===== config.mk =====
export PLATFORM = sky130hd
export DESIGN_NAME = key_input_ctrl
export DESIGN_NICKNAME = d
export VERILOG_FILES = /design/src/rtl/key_input_pkg.sv /design/src/rtl/key_debounce.sv /design/src/rtl/key_input_ctrl.sv
export SDC_FILE = /design/constraint.sdc
export NUM_CORES = 1
export LEC_CHECK = 0
export CAP_MARGIN = 30
export CELL_PAD_IN_SITES_DETAIL_PLACEMENT = 1
export CELL_PAD_IN_SITES_GLOBAL_PLACEMENT = 2
export CORE_MARGIN = 5
export CORE_UTILIZATION = 41
export DETAILED_ROUTE_END_ITERATION = 10
export GPL_ROUTABILITY_DRIVEN = 0
export PLACE_DENSITY = 0.8
export SLEW_MARGIN = 20
export SYNTH_ARGS = -nofsm -noshare
export SYNTH_HDL_FRONTEND = slang
export SYNTH_SLANG_ARGS = --single-unit

===== constraint.sdc =====
create_clock -name vga_clk -period 3.74 [get_ports vga_clk]
set_input_delay 0.935 -clock vga_clk [delete_from_list [all_inputs] [get_ports vga_clk]]
set_output_delay 0.935 -clock vga_clk [all_outputs]
set_load 0.02 [all_outputs]

===== src/rtl/key_input_pkg.sv =====
// Shared constants for the Tetris button front end: key ids and default timing values.
// Imported by key_debounce and key_input_ctrl.
package key_input_pkg;

    typedef enum logic [1:0] {
        KEY_UP    = 2'd0,
        KEY_DOWN  = 2'd1,
        KEY_LEFT  = 2'd2,
        KEY_RIGHT = 2'd3
    } key_id_e;

    localparam int NUM_KEYS_DEF        = 4;
    localparam int DEBOUNCE_CYCLES_DEF = 250000;
    localparam int CNT_W_DEF           = 18;
    localparam int REPEAT_DELAY_DEF    = 20;
    localparam int REPEAT_PERIOD_DEF   = 6;

    // Width of a per-key frame counter that must reach the repeat delay.
    function automatic int rep_cnt_width(input int delay);
        return (delay < 1) ? 1 : $clog2(delay + 1);
    endfunction

endpackage


===== src/rtl/key_debounce.sv =====
// One button lane: 2-FF synchroniser, counter-based debounce and a one-cycle press pulse.
// The press pulse is high in the first cycle the debounced level reads 1.
module key_debounce
    import key_input_pkg::*;
#(
    parameter int DEBOUNCE_CYCLES = DEBOUNCE_CYCLES_DEF,
    parameter int CNT_W           = CNT_W_DEF
) (
    input  logic clk,
    input  logic rst,
    input  logic key_raw,
    output logic level,
    output logic press
);

    localparam logic [CNT_W-1:0] CNT_DONE = CNT_W'(DEBOUNCE_CYCLES - 1);

    logic             sync1_r;
    logic             sync2_r;
    logic             stable_r;
    logic             press_r;
    logic [CNT_W-1:0] cnt_r;

    // Synchronise, then accept a new level only after it persists for the full debounce window.
    always_ff @(posedge clk or posedge rst) begin
        if (rst) begin
            sync1_r  <= 1'b0;
            sync2_r  <= 1'b0;
            stable_r <= 1'b0;
            press_r  <= 1'b0;
            cnt_r    <= '0;
        end else begin
            sync1_r <= key_raw;
            sync2_r <= sync1_r;
            press_r <= 1'b0;
            if (sync2_r == stable_r) begin
                cnt_r <= '0;
            end else if (cnt_r == CNT_DONE) begin
                stable_r <= sync2_r;
                press_r  <= sync2_r;
                cnt_r    <= '0;
            end else begin
                cnt_r <= cnt_r + {{(CNT_W-1){1'b0}}, 1'b1};
            end
        end
    end

    assign level = stable_r;
    assign press = press_r;

endmodule


===== src/rtl/key_input_ctrl.sv =====
// Button front end: debounced presses are held as requests and released as one-cycle op_keys
// pulses on each end-of-frame. Optional auto-repeat for held keys under `KEY_AUTO_REPEAT_EN.
module key_input_ctrl
    import key_input_pkg::*;
#(
    parameter int NUM_KEYS        = NUM_KEYS_DEF,
    parameter int DEBOUNCE_CYCLES = DEBOUNCE_CYCLES_DEF,
    parameter int CNT_W           = CNT_W_DEF
`ifdef KEY_AUTO_REPEAT_EN
    ,
    parameter int REPEAT_DELAY    = REPEAT_DELAY_DEF,
    parameter int REPEAT_PERIOD   = REPEAT_PERIOD_DEF
`endif
) (
    input  logic                vga_clk,
    input  logic                rst,
    input  logic [NUM_KEYS-1:0] keys_raw,
    input  logic                draw_finish,
    output logic [NUM_KEYS-1:0] op_keys,
    output logic [NUM_KEYS-1:0] keys_level
);

    logic [NUM_KEYS-1:0] level_s;
    logic [NUM_KEYS-1:0] press_s;
    logic [NUM_KEYS-1:0] rep_hit_s;
    logic [NUM_KEYS-1:0] pending_r;
    logic [NUM_KEYS-1:0] pending_next_s;
    logic [NUM_KEYS-1:0] op_keys_r;
    logic [NUM_KEYS-1:0] op_next_s;
    logic                draw_finish_d_r;
    logic                frame_edge_s;

    for (genvar g = 0; g < NUM_KEYS; g++) begin : g_key
        key_debounce #(
            .DEBOUNCE_CYCLES(DEBOUNCE_CYCLES),
            .CNT_W          (CNT_W)
        ) u_debounce (
            .clk    (vga_clk),
            .rst    (rst),
            .key_raw(keys_raw[g]),
            .level  (level_s[g]),
            .press  (press_s[g])
        );
    end

    assign frame_edge_s = draw_finish & ~draw_finish_d_r;

`ifdef KEY_AUTO_REPEAT_EN
    localparam int REP_W = rep_cnt_width(REPEAT_DELAY);
    localparam logic [REP_W-1:0] REP_LAST   = REP_W'(REPEAT_DELAY);
    // After a repeat fires, restart so the next hit lands REPEAT_PERIOD frames later.
    localparam logic [REP_W-1:0] REP_RELOAD = REP_W'(REPEAT_DELAY - REPEAT_PERIOD + 1);

    logic [REP_W-1:0] rep_cnt_r [NUM_KEYS];

    // Count frames while a key stays held; a fresh press or release restarts the count.
    always_ff @(posedge vga_clk or posedge rst) begin
        if (rst) begin
            for (int i = 0; i < NUM_KEYS; i++) begin
                rep_cnt_r[i] <= '0;
            end
        end else begin
            for (int i = 0; i < NUM_KEYS; i++) begin
                if (!level_s[i] || press_s[i]) begin
                    rep_cnt_r[i] <= '0;
                end else if (frame_edge_s) begin
                    rep_cnt_r[i] <= (rep_cnt_r[i] == REP_LAST) ? REP_RELOAD
                                  : rep_cnt_r[i] + {{(REP_W-1){1'b0}}, 1'b1};
                end else begin
                    rep_cnt_r[i] <= rep_cnt_r[i];
                end
            end
        end
    end

    // A key whose count sits at the repeat point re-arms its request on this frame edge.
    always_comb begin
        rep_hit_s = '0;
        for (int i = 0; i < NUM_KEYS; i++) begin
            rep_hit_s[i] = level_s[i] && (rep_cnt_r[i] == REP_LAST);
        end
    end
`else
    assign rep_hit_s = '0;
`endif

    // Frame edge releases collected requests (including a press in this very cycle).
    always_comb begin
        pending_next_s = pending_r;
        op_next_s      = '0;
        if (frame_edge_s) begin
            op_next_s      = pending_r | press_s;
            pending_next_s = rep_hit_s;
        end else begin
            op_next_s      = '0;
            pending_next_s = pending_r | press_s;
        end
    end

    // Request, pulse and frame-edge detector registers.
    always_ff @(posedge vga_clk or posedge rst) begin
        if (rst) begin
            pending_r       <= '0;
            op_keys_r       <= '0;
            draw_finish_d_r <= 1'b0;
        end else begin
            pending_r       <= pending_next_s;
            op_keys_r       <= op_next_s;
            draw_finish_d_r <= draw_finish;
        end
    end

    assign op_keys    = op_keys_r;
    assign keys_level = level_s;

endmodule


==> results.py <==
metrics = {
    "grt": {
        "grt_antenna_before_repair": 0,
        "grt_overflow": 0,
        "grt_pass1_vias": 3317,
        "groute.layer.met2.usage_pct": 24.5,
        "global_route.peak_usage_layer": "met2",
        "global_route.usage.total_pct": 15.4,
        "gr-usage-met3_pct": 3.45,
        "groute.layer.met1.usage_pct": 21.1,
        "grt_start_max_net_pins": 52,
        "grt_first_pass_wirelength_mm": 16.3,
    },
    "drt": {
        "detailedRoute.firstPassIterationCount": 4,
        "wl_cell_um": 15.7,
        "route.detailed.vias_per_inst": 5.32,
        "dr_total_vias": 3121,
        "postRouteAntennaNets": 0,
        "residual_drc_count": 0,
        "wl_mm": 9.21,
        "drt-initial-drc-count": 120,
    },
    "floorplan": {
        "die_ar_um2": 13400,
        "initial_standard_cell_utilization_of_the_core_pct": 42.0,
        "design.core.area_um2": 10900,
        "die_height_um": 116,
        "die_width_um": 116,
        "rows": 38,
        "num_io_pins": 15,
    },
    "timing": {
        "timing.final.hold_violations": 0,
        "timing_worst_slew_pin_value_ns": 0.964,
        "finalMaxSlewViolations": 0,
        "fin_crit_ns": 2.35,
        "grt_setup_unrepaired": "false",
        "clock.fmax_mhz": 426,
        "final_min_period_over_clock_period_pct": 62.8,
        "report.final.setup_viol": 0,
        "fin_worst_skew_ns": 0.00900,
        "setup_total_negative_slack_ns": 0,
        "max-slew-margin-rel_pct": 35.5,
    },
    "synth": {
        "synth_seq_area_share_pct": 53.1,
        "number_of_synthesized_register_bits": 97,
        "synth_area_um2": 4570,
        "yosysWarnings": 0,
        "netlist_instances": 426,
        "synth.top_cell.area_share_pct": 53.1,
        "synthTopCellsByArea": "sky130_fd_sc_hd__dfrtp_1, sky130_fd_sc_hd__xnor2_1, sky130_fd_sc_hd__nor2_1",
        "synthDominantAreaCellType": "sky130_fd_sc_hd__dfrtp_1",
        "mappedNetlistNets": 437,
        "ys_types": 40,
        "synth_area_per_cell_um2": 10.7,
    },
    "critical_path": {
        "critPathBufInv": 1,
        "max_stage_delay_ns": 0.64,
        "cp_slowest_cell": "sky130_fd_sc_hd__clkdlybuf4s50_1",
        "arrival_time_reported_for_the_critical_path_endpoint_ns": 1.41,
        "cp_data_required_time_ns": 2.80,
        "cp-start-kind": "flip-flop",
        "critical_path.max_fanout": 4,
        "timing.critical_path.cells": "clkdlybuf4s50_1",
        "type_of_the_worst_setup_path": "flip-flop to primary output",
        "path_delay_family": "buffers and inverters",
        "crit_path_end_kind": "primary output",
    },
    "cells_and_area": {
        "drive_above_1_share_pct": 9.40,
        "nets": 453,
        "layout.cell_area.non_filler_um2": 5040,
        "area_growth_pct": 10.3,
        "antennaDiodeCount": 0,
    },
    "cts": {
        "cts_inserted_buffers": 9,
        "cts_buffer_depth": 2,
        "ctsHtreeMaxLevel": 3,
        "clock-root-buffer": "sky130_fd_sc_hd__clkbuf_8",
        "cts_hold_buffers": 0,
        "latest_clock_arrival_within_the_worst_skew_pair_ns": 0.36,
        "cts.reportedPaths.clkPinSlew_ns": 0.09,
        "cts.repair.resized": 0,
        "cts_post_setup_buffers_inserted": 0,
        "cts_num_sinks": 97,
        "tritoncts": "yes",
    },
    "power_and_ir_drop": {
        "p_per_cell_area_nw_per_um2": 363,
        "worst_ir_drop_vdd_mv": 0.156,
        "total_leakage_power_nw": 2.05,
    },
    "placement": {
        "detailed_place.area_um2": 4830,
        "dp.final_hpwl_mm": 6.39,
        "io_buffer_count": 14,
    },
    "hold_path": {
        "hold_path_class": "flip-flop to flip-flop",
    },
    "run": {
        "drv.max_cap_violation_count": 0,
    },
    "status": {
        "run_status": "finished, final reports clean",
    },
}
==> layout by cell type, fill, tap and decap left out, types with 2 or more instances in the layout <==
| cell type | count |
|---|---|
| sky130_fd_sc_hd__clkdlybuf4s50_1 | 14 |
| sky130_fd_sc_hd__or4_1 | 4 |
| sky130_fd_sc_hd__xor2_1 | 16 |
| sky130_fd_sc_hd__xnor2_1 | 45 |
| sky130_fd_sc_hd__and4_1 | 3 |
| sky130_fd_sc_hd__o21ai_0 | 3 |
| sky130_fd_sc_hd__nand3_1 | 25 |
| sky130_fd_sc_hd__nor2b_1 | 4 |
| sky130_fd_sc_hd__or4_4 | 4 |
| sky130_fd_sc_hd__mux2_4 | 3 |
| sky130_fd_sc_hd__nand4_1 | 18 |
| sky130_fd_sc_hd__a21oi_1 | 5 |
| sky130_fd_sc_hd__inv_1 | 9 |
| sky130_fd_sc_hd__nor3_1 | 13 |
| sky130_fd_sc_hd__nand4_2 | 5 |
| sky130_fd_sc_hd__clkinv_2 | 4 |
| sky130_fd_sc_hd__nand2_1 | 21 |
| sky130_fd_sc_hd__clkbuf_8 | 10 |
| sky130_fd_sc_hd__o31ai_1 | 3 |
| sky130_fd_sc_hd__mux2i_1 | 2 |
| sky130_fd_sc_hd__nor2_1 | 83 |
| sky130_fd_sc_hd__dfrtp_1 | 97 |
| sky130_fd_sc_hd__or3_1 | 2 |
| sky130_fd_sc_hd__ha_1 | 4 |
| sky130_fd_sc_hd__o41ai_4 | 4 |
| sky130_fd_sc_hd__nor4_2 | 4 |
| sky130_fd_sc_hd__and3_1 | 4 |
| sky130_fd_sc_hd__nor3b_1 | 4 |
| sky130_fd_sc_hd__nor4_1 | 19 |
==> power breakdown <==
group | leakage, nW | switching, W | internal (W)
logic | 0.622 | 0.0000462 | 0.0000251
registers | 1.32 | 0.0000149 | 0.00106
clock network | 0.102 | 0.000356 | 0.000323
==> per-stage QoR <==
step / hold WS (ns) / utilization, % / power (W) / setup slack [ns] / cells
after floorplan: 0.331 / - / 0.00114 / 0.271 / 426
after CTS: 0.358 / 46.2 / 0.00186 / 1.36 / 586
after global routing: 0.362 / 46.3 / 0.00193 / 1.30 / 587
final: 0.353 / 46.3 / 0.00183 / 1.39 / 587
after detailed placement: 0.336 / 44.4 / 0.00117 / 1.51 / 570
after global placement: 0.332 / 44.4 / 0.00117 / 1.62 / 570
==> cells in the mapped netlist, drive strengths merged <==
cell type,n
nor2,83
xnor2,45
nand4,23
nor4bb,1
o21ai,3
a21oi,5
xor2,16
nand2,21
inv,10
and3,4
nor3b,5
nor2b,4
or2,1
o31ai,3
or3,3
or4b,1
nand3b,1
buf,11
a31oi,1
dfrtp,97
mux2,4
nand2b,1
nand3,25
ha,4
nor4b,1
o41ai,4
nor4,23
mux2i,2
or4,8
and4,3
nor3,13
==> metal layers <==
metal | vias to the layer above | wire (um)
li1 | 1509 | -
met1 | 1582 | 4520
met2 | 21 | 4400
met3 | 9 | 184
met4 | 0 | 113
met5 | - | 0
==> registers in the layout (all words and copies together), names as in the netlist <==
register	cells
op_keys	4
g_key.u_debounce.press	4
g_key.u_debounce.cnt_r	72
g_key.u_debounce.sync1_r	4
pending_r	4
g_key.u_debounce.level	4
draw_finish_d_r	1
g_key.u_debounce.sync2_r	4
==> path summary, 6_finish.rpt <==
| path | from | to | slack [ns] | cells past startpoint |
|---|---|---|---|---|
| max reg2reg | g_key[0].u_debounce.cnt_r[10]$_DFF_PP0_ | g_key[0].u_debounce.cnt_r[2]$_DFF_PP0_ | 1.59 | 4 |
| max | g_key[1].u_debounce.level$_DFFE_PP0P_ | keys_level[1] | 1.39 | 1 |
| min reg2reg | g_key[3].u_debounce.sync1_r$_DFF_PP0_ | g_key[3].u_debounce.sync2_r$_DFF_PP0_ | 0.35 | 0 |
| min | g_key[3].u_debounce.sync1_r$_DFF_PP0_ | g_key[3].u_debounce.sync2_r$_DFF_PP0_ | 0.35 | 0 |
| min in group asynchronous | rst | g_key[0].u_debounce.cnt_r[1]$_DFF_PP0_ | 1.00 | 2 |
| max in group asynchronous | rst | g_key[2].u_debounce.sync1_r$_DFF_PP0_ | 2.05 | 3 |
==> final cells by class <==
type / instances / area (um^2)
Clock inverter: 6 / 57.6
Multi-Input combinational cell: 308 / 2030
Sequential cell: 97 / 2430
Fill cell: 1230 / 5850
Clock buffer: 10 / 138
Tap cell: 140 / 175
Inverter: 10 / 40.0
Timing Repair Buffer: 16 / 171
==> cell families after synthesis <==
group	after synthesis	synth area share (%)
and+or+nand+nor	221	26.1
adders and majority gates	4	1.10
muxes	6	1.67
DFF	97	53.1
buffers and inverters	21	2.41
AOI/OAI and AO/OA	16	3.92
xor gates and xnor gates	61	11.7
Power figures use the tool's default switching activity.
